File: src/rtl/rnn_sequencer.sv
// Command-list sequencer: fetches 8-byte entries over an Avalon-MM read master and
// replays them onto the rnn register window. Optional POLL timeout via RNN_SEQ_TIMEOUT_EN.
module rnn_sequencer #(
  parameter int POLL_TIMEOUT = 1024
) (
  input  logic        clk,
  input  logic        rst,
  input  logic [1:0]  csr_addr,
  input  logic        csr_write,
  input  logic        csr_read,
  input  logic [31:0] csr_writedata,
  output logic [31:0] csr_readdata,
  output logic [31:0] m_address,
  output logic        m_read,
  input  logic [31:0] m_readdata,
  input  logic        m_waitrequest,
  input  logic        m_readdatavalid,
  output logic [2:0]  r_addr,
  output logic        r_write,
  output logic        r_read,
  output logic [31:0] r_writedata,
  input  logic [31:0] r_readdata
);

  typedef enum logic [2:0] {
    S_IDLE, S_FETCH0, S_WAIT0, S_FETCH1, S_WAIT1, S_EXEC, S_DONE, S_ERR
  } state_t;

  localparam logic [1:0] OP_WRITE = 2'd0;
  localparam logic [1:0] OP_POLL  = 2'd1;
  localparam logic [1:0] OP_READ  = 2'd2;

  state_t      state_reg, state_next;
  logic [31:0] list_base_reg;
  logic [15:0] list_len_reg;
  logic [31:0] result_reg;
  logic [15:0] entry_cnt_reg;
  logic [2:0]  op_addr_reg;
  logic [1:0]  op_code_reg;
  logic [31:0] data_reg;
  logic        bad_op_reg;
  logic        timeout_reg;

  logic        idle_like;
  logic        go;
  logic        last_entry;
  logic        poll_hit;
  logic        poll_expire;
  logic        exec_advance;
  logic        bad_op_set;
  logic        timeout_set;
  logic        fetching;
  logic [31:0] entry_addr;

`ifdef RNN_SEQ_TIMEOUT_EN
  localparam int PCW = $clog2(POLL_TIMEOUT + 1);
  logic [PCW-1:0] poll_cnt_reg;
  assign poll_expire = (poll_cnt_reg == PCW'(POLL_TIMEOUT - 1));
`else
  assign poll_expire = 1'b0;
`endif

  assign idle_like  = (state_reg == S_IDLE) || (state_reg == S_DONE) || (state_reg == S_ERR);
  assign go         = csr_write && (csr_addr == 2'd0) && csr_writedata[0] && idle_like;
  assign last_entry = (entry_cnt_reg == (list_len_reg - 16'd1));
  assign poll_hit   = |(r_readdata & data_reg);
  assign fetching   = (state_reg == S_FETCH0) || (state_reg == S_FETCH1);
  assign entry_addr = list_base_reg + {13'd0, entry_cnt_reg, 3'd0};

  always_comb begin
    state_next   = state_reg;
    exec_advance = 1'b0;
    bad_op_set   = 1'b0;
    timeout_set  = 1'b0;
    case (state_reg)
      S_IDLE, S_DONE, S_ERR: begin
        if (go) state_next = (list_len_reg == 16'd0) ? S_DONE : S_FETCH0;
      end
      S_FETCH0: if (!m_waitrequest)  state_next = S_WAIT0;
      S_WAIT0:  if (m_readdatavalid) state_next = S_FETCH1;
      S_FETCH1: if (!m_waitrequest)  state_next = S_WAIT1;
      S_WAIT1:  if (m_readdatavalid) state_next = S_EXEC;
      S_EXEC: begin
        case (op_code_reg)
          OP_WRITE, OP_READ: exec_advance = 1'b1;
          OP_POLL: begin
            if (poll_hit) begin
              exec_advance = 1'b1;
            end else if (poll_expire) begin
              timeout_set = 1'b1;
              state_next  = S_ERR;
            end
          end
          default: begin
            bad_op_set = 1'b1;
            state_next = S_ERR;
          end
        endcase
        if (exec_advance) state_next = last_entry ? S_DONE : S_FETCH0;
      end
      default: state_next = S_IDLE;
    endcase
  end

  // Strobes are gated by rst so they drop in the same cycle reset is raised.
  always_comb begin
    m_read      = fetching && !rst;
    m_address   = 32'd0;
    r_write     = 1'b0;
    r_read      = 1'b0;
    r_addr      = 3'd0;
    r_writedata = 32'd0;
    if (m_read) m_address = entry_addr + ((state_reg == S_FETCH1) ? 32'd4 : 32'd0);
    if ((state_reg == S_EXEC) && !rst) begin
      case (op_code_reg)
        OP_WRITE: begin
          r_write     = 1'b1;
          r_addr      = op_addr_reg;
          r_writedata = data_reg;
        end
        OP_POLL, OP_READ: begin
          r_read = 1'b1;
          r_addr = op_addr_reg;
        end
        default: ;
      endcase
    end
  end

  always_comb begin
    csr_readdata = 32'd0;
    if (csr_read) begin
      case (csr_addr)
        2'd0:    csr_readdata = {27'd0, bad_op_reg, timeout_reg, 1'b0,
                                 (state_reg == S_DONE), !idle_like};
        2'd1:    csr_readdata = list_base_reg;
        2'd2:    csr_readdata = {16'd0, list_len_reg};
        default: csr_readdata = result_reg;
      endcase
    end
  end

  always_ff @(posedge clk) begin
    if (rst) begin
      state_reg     <= S_IDLE;
      list_base_reg <= 32'd0;
      list_len_reg  <= 16'd0;
      result_reg    <= 32'd0;
      entry_cnt_reg <= 16'd0;
      op_addr_reg   <= 3'd0;
      op_code_reg   <= 2'd0;
      data_reg      <= 32'd0;
      bad_op_reg    <= 1'b0;
      timeout_reg   <= 1'b0;
    end else begin
      state_reg <= state_next;
      if (csr_write && idle_like) begin
        if (csr_addr == 2'd1) list_base_reg <= {csr_writedata[31:3], 3'd0};
        if (csr_addr == 2'd2) list_len_reg  <= csr_writedata[15:0];
      end
      if (go) begin
        entry_cnt_reg <= 16'd0;
        bad_op_reg    <= 1'b0;
        timeout_reg   <= 1'b0;
      end
      if ((state_reg == S_WAIT0) && m_readdatavalid) begin
        op_addr_reg <= m_readdata[2:0];
        op_code_reg <= m_readdata[5:4];
      end
      if ((state_reg == S_WAIT1) && m_readdatavalid) data_reg <= m_readdata;
      if ((state_reg == S_EXEC) && (op_code_reg == OP_READ)) result_reg <= r_readdata;
      if (exec_advance && !last_entry) entry_cnt_reg <= entry_cnt_reg + 16'd1;
      if (bad_op_set)  bad_op_reg  <= 1'b1;
      if (timeout_set) timeout_reg <= 1'b1;
    end
  end

`ifdef RNN_SEQ_TIMEOUT_EN
  // Counts failed POLL reads of the current entry; cleared whenever not executing.
  always_ff @(posedge clk) begin
    if (rst || (state_reg != S_EXEC)) begin
      poll_cnt_reg <= '0;
    end else if ((op_code_reg == OP_POLL) && !poll_hit && !poll_expire) begin
      poll_cnt_reg <= poll_cnt_reg + 1'b1;
    end
  end
`endif

endmodule
File: config.mk
export PLATFORM = sky130hd
export DESIGN_NAME = rnn_sequencer
export DESIGN_NICKNAME = d
export VERILOG_FILES = /design/src/rtl/rnn_sequencer.sv
export SDC_FILE = /design/constraint.sdc
export NUM_CORES = 1
export LEC_CHECK = 0
export ABC_AREA = 1
export BUFFER_PORTS_ARGS = -buffer_cell sky130_fd_sc_hd__buf_2
export CAP_MARGIN = 30
export CORE_UTILIZATION = 59
export DETAILED_ROUTE_END_ITERATION = 6
export PLACE_DENSITY = 0.87
export RECOVER_POWER = 50
export SLEW_MARGIN = 20
export SYNTH_ARGS = -nofsm -noshare
export SYNTH_HDL_FRONTEND = slang
export SYNTH_SLANG_ARGS = --single-unit
export TNS_END_PERCENT = 30
File: constraint.sdc
create_clock -name clk -period 3.7 [get_ports clk]
set_clock_uncertainty 0.1 [all_clocks]
set_input_delay 0.74 -clock clk [delete_from_list [all_inputs] [get_ports clk]]
set_output_delay 0.74 -clock clk [all_outputs]
set_load 0.02 [all_outputs]
==> results.cfg, run 1 <==
[synthesis]
synth_enable_flop_cells = 0
synth_common_cells = 280 x nand2_1, 184 x a21oi_1, 162 x inv_1
yosysMostFrequentCell = nand2_1
synth_area_leader_cell = dfxtp_1
ys_seq_area_frac = 0.322
synthArstFlopShare = 0
ys.flop_type = dfxtp_1
syn-mean-instance-area_um2 = 6.26
netlist_area_um2 = 8320
ys_ff_latch = 134
yosysUniqueCellTypes = 43
yosys_warnings = 0
synth.area.top_cells = dfxtp_1 32%, nand2_1 13%, a21oi_1 11%
postSynthCellCount = 1328
synth.top_cell.area_share = 0.322

[placed_design]
placedCellCount = 1672
dp_hpwl_um = 21200
gp_congestion = 1.00
io_buffer_count = 203

[sta]
timing.fmax_ghz = 0.280
worstMarginPinSlew_ns = 0.937
drv_slew = 0
maxSlewHeadroom = 0.374
hold_viol = 0
layout_min_cycle_time_ns = 3.57
period_share = 0.964
grt_setup_unrepaired = yes
setup_viol = 0
worst_hold_slack_ns = 0.362

[final_layout]
n_antenna_cell = 0
nets = 1638
area_growth_pct = 20.6
final_layout_size_suffix_gt1_frac = 0.179
fin_cells = 1703

[power]
pwr-share-seq = 0.351
p_leak_uw = 0.00450
p_total_uw = 4930
p_int_uw = 3080
switching_power_uw = 1850
max-vdd-ir-drop_v = 0.000363
clkPwrFrac = 0.339
switching_share = 0.376
combPwrFrac = 0.311
powerDensity_nw_per_um2 = 491

[drt]
wl_per_cell_um = 16.4
routed-wl-met2_um = 12800
drc_errors = 10
vias = 9688
ant_nets = 0
wl_met3_um = 2670
wl_um = 27900
vias_per_cell = 5.69
dr.pass1.iters = 7
wl_met1_um = 11200
first_iter_violations = 880
top_layer = met4

[run]
max_cap_violations = 0

[grt]
grt_pass1_vias = 8462
antenna_found_initial = 0
grtUsageTotal = 0.380
grt_pass1_wl_um = 42700
grt_overflow = 0
grt_max_degree = 65

[cts]
cts_hold_buf = 0
cts_root_buf = clkbuf_16
cts_buffers = 17
postCtsSetupBuffers = 0
clock-sinks = 134
htreeDepth = 4
cts.path.max_buffers = 2
clk_latency_ns = 0.43
clk_pin_slew_ns = 0.06
cts_tree = built

[floorplanning]
die_y_um = 121
io_pins = 206
num_rows = 43
start_util = 0.602
dieArea_um2 = 14600
dieWidth_um = 121
core_area_um2 = 13800

[min_path]
min-delay-path-class = flip-flop to flip-flop
hold_depth = 2

[setup_path]
worstSetupPathType = flip-flop to primary output
critPathMaxFanout = 6
arrival_ns = 2.73
cp-end-kind = primary output
critPathLaunchType = flip-flop
rr_worst_depth = 10
worst_ep_required_time_ns = 2.86

[outcome]
violations = design-rule violations
outcome = finished with violations
power by group through the flow:
| stage | Sequential [uW] | Clock, uW | Combinational, uW |
|---|---|---|---|
| after floorplan | 1710 | 0 | 1110 |
| after global placement | 1750 | 0 | 1490 |
| after detailed placement | 1750 | 0 | 1500 |
| after CTS | 1720 | 1670 | 1520 |
| after global routing | 1740 | 1740 | 1700 |
| final | 1730 | 1670 | 1530 |
per-stage QoR:
stage / setup TNS (ns) / cell area, um2 / worst slack (ns) / utilization
floorplan: 0 / 8320 / 0.730 / -
global placement: 0 / 9470 / 0.435 / 0.685
detailed placement: 0 / 9470 / 0.405 / 0.685
CTS: 0 / 10100 / 0.00642 / 0.727
global route: -0.0248 / 10000 / -0.0171 / 0.726
finish: 0 / 10000 / 0.135 / 0.726
path summary, 6_finish.rpt:
check                    from          endpoint  slack [ns]
max reg2reg      state_reg[2]  list_base_reg[7]        0.46
max          entry_cnt_reg[8]     m_address[23]        0.13
min reg2reg     result_reg[1]     result_reg[1]        0.36
min             result_reg[1]     result_reg[1]        0.36
worst max-delay path, stage by stage, from the launching register on:
cell	delay (ns)
dfxtp_1	0.36
ha_1	0.40
nand2_1	0.13
nor2_1	0.26
nand3_1	0.16
nand3_1	0.15
nand2_1	0.06
nand2_1	0.09
nand2_1	0.06
nand2_1	0.11
inv_1	0.08
o21ai_0	0.16
a21oi_1	0.09
buf_2	0.18
logic make-up (layout without fill, tap and decap cells):
group | count (synthesis) | count (layout) | synth area share
xor gates and xnor gates | 21 | 21 | 0.0221
buffers and inverters | 233 | 427 | 0.108
AOI/OAI and AO/OA | 340 | 340 | 0.212
and+or+nand+nor | 576 | 576 | 0.300
adders and majority gates | 23 | 23 | 0.0355
DFF | 134 | 134 | 0.322
other | 1 | 2 | 0.000451
area by class of cell:
class	instances	area (um2)
multi-input combinational	962	4770
fill	1229	3790
sequential	134	2690
timing repair buffer	222	1130
inverter	174	653
clock buffer	20	447
tap	180	225
clock inverter	11	128
routing by layer:
layer | GRT usage | vias to the layer above
li1 | - | 4724
met1 | 0.476 | 4330
met2 | 0.614 | 546
met3 | 0.0901 | 88
met4 | 0.178 | 0
met5 | 0 | -
repair_timing:
action                                  in CTS  in global routing
endpoints found under the setup margin       3                 10
resized for setup                            1                  8
endpoints found under the hold margin        0                  0
cells in the final DEF, fill, tap and decap left out, types with 3 or more instances in the layout:
master,n
clkbuf_1,8
o221ai_1,4
o21ai_0,124
nor2_1,129
nand3b_1,10
buf_2,203
nand3_1,103
a21oi_1,184
nor2_2,7
clkinv_1,6
xor2_1,15
inv_1,164
ha_1,21
clkbuf_16,17
a31oi_1,8
clkinvlp_4,3
buf_4,11
nand4_1,17
dfxtp_1,132
clkinv_4,3
nor4_1,3
xnor2_1,6
nand2_2,4
inv_2,4
a21o_1,4
o22ai_1,9
nand2_1,280
nor3_1,14
(Power assumes the default switching activity.)
==> run 2: changes to the inputs <==
--- a/config.mk
+++ b/config.mk
@@ -10,7 +10,7 @@
 export CAP_MARGIN = 30
 export CORE_UTILIZATION = 59
 export DETAILED_ROUTE_END_ITERATION = 6
-export PLACE_DENSITY = 0.87
+export PLACE_DENSITY = 0.89
 export RECOVER_POWER = 50
 export SLEW_MARGIN = 20
 export SYNTH_ARGS = -nofsm -noshare
==> run 2 against run 1 <==
- the flow still finishes with violations (design-rule violations)
- combinational power is essentially flat
- sequential power hardly changed
- register-to-register slack gained 0.06 ns
- critical path depth stayed put
- routed wire length increased by 0.39%
- non-clock buffer count did not move
- flip-flop and latch count did not move
- critical endpoint unchanged
==> results.cfg, run 2 (synthesis gave the netlist of run 1 again) <==
[sta]
grt_setup_unrepaired = yes
worstMarginPinSlew_ns = 1.21
setup_slack_ns = 0.177
period_share = 0.952
hold_viol = 0
layout_min_cycle_time_ns = 3.52
setup_viol = 0
maxSlewHeadroom = 0.189
timing.fmax_ghz = 0.284
worst_hold_slack_ns = 0.363
fin_tns_setup_ns = 0
drv_slew = 0

[drt]
dr.pass1.iters = 7
first_iter_violations = 978
wl_per_cell_um = 16.4
routed-wl-met2_um = 12700
wl_um = 28000
ant_nets = 0
drc_errors = 1
wl_met3_um = 2540
vias = 9743
wl_met1_um = 11200
vias_per_cell = 5.72
top_layer = met4

[cts]
cts_buffers = 17
clk_pin_slew_ns = 0.06
cts_root_buf = clkbuf_16
clock-sinks = 134
htreeDepth = 4
cts.path.max_buffers = 2
clk_latency_ns = 0.43
cts_tree = built

[grt]
grt_overflow = 0
antenna_found_initial = 0
grtUsageTotal = 0.386
grt_pass1_vias = 8682
grt_pass1_wl_um = 43600
grt_max_degree = 65

[floorplanning]
dieWidth_um = 121
start_util = 0.602
die_y_um = 121
io_pins = 206
dieArea_um2 = 14600
core_area_um2 = 13800
num_rows = 43

[setup_path]
critPathMaxFanout = 6
cp.buffers_inverters = 2
arrival_ns = 2.68
crit_chain = ha_1 -> nand2_1 -> nor2_2 -> nand3_1 -> nand3_1 -> nand2_1 -> nand2_1 -> nand2_1 -> nand2_1 -> inv_1 -> o21ai_0 -> a21oi_1 -> buf_2
cp-end-kind = primary output
critPathLaunchType = flip-flop
slowest_delay_ns = 0.40
worst_ep_required_time_ns = 2.86
cpMostUsedCell = nand2_1
critPathTopFamily = simple AND/OR/NAND/NOR gates
slowest_stage = ha_1
worstSetupPathType = flip-flop to primary output

[final_layout]
final_layout_size_suffix_gt1_frac = 0.180
fin_cells = 1704
area_growth_pct = 21.5
n_antenna_cell = 0
mostFrequentLayoutCells = 279 x nand2_1, 201 x buf_2, 184 x a21oi_1, 165 x inv_1, 133 x dfxtp_1
nets = 1638
design_area_um2 = 10100
final_common_cell = nand2_1

[outcome]
violations = design-rule violations
outcome = finished with violations

[run]
max_cap_violations = 0

[placed_design]
place_ws_ns = 0.413
place_area_um2 = 9460
gp_congestion = 0.981
dp_hpwl_um = 21100
placedCellCount = 1672
io_buffer_count = 203

[min_path]
min-delay-path-class = flip-flop to flip-flop

[power]
powerDensity_nw_per_um2 = 500
max-vdd-ir-drop_v = 0.000318
p_leak_uw = 0.00456
[run 2: stage by stage]
step	total power, uW	utilization
final	5050	0.731
after global routing	5310	0.731
after CTS	5010	0.730
after detailed placement	3250	0.684
after global placement	3240	0.684
after floorplan	2820	-
[run 2: final timing paths]
| check | depth (start not counted) | slack [ns] | to | start |
|---|---|---|---|---|
| hold reg to reg | 2 | 0.36 | result_reg[22] | result_reg[22] |
| setup / recovery | 13 | 0.18 | m_address[23] | entry_cnt_reg[8] |
| setup reg to reg | 10 | 0.52 | list_base_reg[22] | state_reg[2] |
| hold / removal | 2 | 0.36 | result_reg[22] | result_reg[22] |
[run 2: where the power goes]
group / total, uW / switching [uW] / internal, uW
sequential: 1730 / 133 / 1590
clock: 1780 / 676 / 1100
combinational: 1540 / 1070 / 477
total: 5050 / 1880 / 3180
[run 2: area by class of cell]
class	instances	area [um2]
Multi-Input combinational cell	962	4800
Fill cell	1168	3720
Sequential cell	134	2680
Timing Repair Buffer	222	1130
Inverter	174	653
Clock buffer	19	453
Tap cell	180	225
Clock inverter	13	171
[run 2: metal layers]
layer / GRT usage / vias up
li1: - / 4730
met1: 0.485 / 4349
met2: 0.616 / 554
met3: 0.0755 / 110
met4: 0.227 / 0
met5: 0 / -
[run 2: worst min-delay path: stages (launching register included)]
cell,delay (ns)
dfxtp_1,0.31
nand2_1,0.06
a21oi_1,0.05
[run 2: repair_timing]
action                                  in CTS  in global routing
pin swaps                                    0                  0
endpoints found under the setup margin       4                 19
gates resized for setup                      2                 11
hold buffers                                 0                  0
setup buffers                                0                  0
cloned                                       0                  0
==> run 3: changes to the inputs <==
--- a/config.mk
+++ b/config.mk
@@ -12,7 +12,6 @@
 export DETAILED_ROUTE_END_ITERATION = 6
 export PLACE_DENSITY = 0.89
 export RECOVER_POWER = 50
-export SLEW_MARGIN = 20
 export SYNTH_ARGS = -nofsm -noshare
 export SYNTH_HDL_FRONTEND = slang
 export SYNTH_SLANG_ARGS = --single-unit
==> constraint.sdc (replaced) <==
create_clock -name clk -period 3.7 [get_ports clk]
set_clock_uncertainty 0.1 [all_clocks]
set_input_delay 0.185 -clock clk [delete_from_list [all_inputs] [get_ports clk]]
set_output_delay 0.185 -clock clk [all_outputs]
set_load 0.02 [all_outputs]
==> run 3 against run 2 <==
- the flow finishes with violations (negative hold slack, max-capacitance violations, max-slew violations)
- combinational power rose by 9.7%
- setup slack better by 0.16 ns
- critical path depth down 3
- critical path type is now flip-flop to flip-flop
- largest cell class unchanged
- sequential power about the same
==> results.cfg, run 3 (synthesis gave the netlist of run 1 again) <==
[sta]
period_share = 0.909
timing.fmax_ghz = 0.297
layout_min_cycle_time_ns = 3.36
setup_viol = 0
worst_hold_slack_ns = -0.00473
grt_setup_unrepaired = no
maxSlewHeadroom = -0.104
worstMarginPinSlew_ns = 1.66
setup_slack_ns = 0.337
drv_slew = 46
hold_viol = 1
fin_tns_setup_ns = 0

[final_layout]
nets = 1719
area_growth_pct = 29.9
multiInputGateArea_um2 = 4740
design_area_um2 = 10800
final_common_cell = nand2_1
final_layout_size_suffix_gt1_frac = 0.149
mostFrequentLayoutCells = 280 x nand2_1, 184 x a21oi_1, 179 x buf_2, 164 x inv_1, 134 x dfxtp_1
seq_area_um2 = 2680
nFillCells = 990
n_antenna_cell = 0
fin_cells = 1785

[setup_path]
r2r-start = state_reg[2]
crit_chain = inv_1 -> nor2_1 -> inv_1 -> nor2_1 -> buf_4 -> nand2_1 -> clkbuf_1 -> nand2_1 -> a21oi_1 -> dlygate4sd3_1
slowest_delay_ns = 1.19
path_depth = 10
rr_worst_depth = 10
cp-end-kind = flip-flop
worstReg2RegEnd = result_reg[0]
critPathMaxFanout = 45
worst_ep_required_time_ns = 3.97
worstSetupPathType = flip-flop to flip-flop
slowest_stage = clkbuf_1
startpoint = state_reg[2]
r2r_slack_ns = 0.34
crit_path_end = result_reg[0]
cp.buffers_inverters = 5
critPathLaunchType = flip-flop
critPathTopFamily = buffers and inverters
arrival_ns = 3.63

[outcome]
outcome = finished with violations
violations = negative hold slack, max-capacitance violations, max-slew violations

[cts]
htreeDepth = 4
clk_latency_ns = 0.43
cts_tree = built
clock-sinks = 134
clk_pin_slew_ns = 0.06
postCtsSetupBuffers = 0
cts_root_buf = clkbuf_16
cts.path.max_buffers = 2
cts_buffers = 17
post_cts_resize_count = 0

[grt]
grt_pass1_wl_um = 52800
grt_overflow = 0
grt_pass1_vias = 10300
grt_max_degree = 65
antenna_found_initial = 1
grtUsageTotal = 0.469

[floorplanning]
dieArea_um2 = 14600
core_area_um2 = 13800
num_rows = 43
dieWidth_um = 121
start_util = 0.602
io_pins = 206
die_y_um = 121

[run]
max_cap_violations = 1

[placed_design]
dp_hpwl_um = 21100
io_buffer_count = 203
place_ws_ns = 0.986
gp_congestion = 1.00
place_area_um2 = 9430
placedCellCount = 1668

[drt]
drc_errors = 0
ant_nets = 0
wl_per_cell_um = 19.0
dr.pass1.iters = 7
vias_per_cell = 6.11
first_iter_violations = 1321
vias = 10900
wl_um = 34000

[min_path]
min-delay-path-class = input port to flip-flop

[power]
powerDensity_nw_per_um2 = 475
p_leak_uw = 0.00473
max-vdd-ir-drop_v = 0.000409
[run 3: cell count changes in the layout (fill, tap and decap cells not counted), sizes merged]
cell	previous run	this run
bufinv	3	2
clkbuf	29	50
clkinv	11	10
dlygate4sd3	0	85
clkinvlp	2	5
buf	212	186
[run 3: layout make-up]
type	instances	area share
Tap cell	180	0.0208
Inverter	174	0.0605
Sequential cell	134	0.248
Timing Repair Buffer	303	0.178
Clock inverter	14	0.0140
Multi-Input combinational cell	962	0.439
Clock buffer	18	0.0397
[run 3: what timing repair did]
action	4_1_cts	5_1_grt
setup endpoints to repair	0	0
hold buffers	85	0
hold endpoints to repair	88	0
[run 3: worst reg2reg max path, cell delays in order, from the launching register on]
cell and delay (ns):
dfxtp_1 0.37, inv_1 0.14, nor2_1 0.09, inv_1 0.08, nor2_1 0.04, buf_4 0.21, nand2_1 0.09, clkbuf_1 1.20
nand2_1 0.17, a21oi_1 0.24, dlygate4sd3_1 0.59
[run 3: routing by layer]
metal | share of wire | vias up | global-route usage
met5 | 0.00032 | - | 0
met4 | 0.085 | 2 | 0.334
met3 | 0.11 | 270 | 0.120
met2 | 0.45 | 888 | 0.753
met1 | 0.36 | 4851 | 0.543
li1 | - | 4892 | -
[run 3: through the flow]
step	total power, uW	util
after floorplan	2820	-
after global placement	3250	0.682
after detailed placement	3250	0.682
after CTS	4970	0.786
after global routing	5350	0.781
final	5130	0.781
[run 3: worst min path at each step]
stage / start / to / slack, ns / cells after the start
detailed placement: result_reg[6] / result_reg[6] / 0.35 / 2
global route: csr_writedata[10] / list_len_reg[10] / 0.01 / 3
global placement: result_reg[6] / result_reg[6] / 0.34 / 2
finish: csr_writedata[22] / list_base_reg[22] / -0.005 / 3
CTS: m_readdata[13] / data_reg[13] / 0.005 / 3
floorplan: r_readdata[0] / result_reg[0] / 0.25 / 2
[run 3: power by group]
part / switching [uW] / internal, uW / leakage, uW
combinational: 1160 / 530 / 0.00337
sequential: 150 / 1600 / 0.00109
clock: 695 / 996 / 0.000269
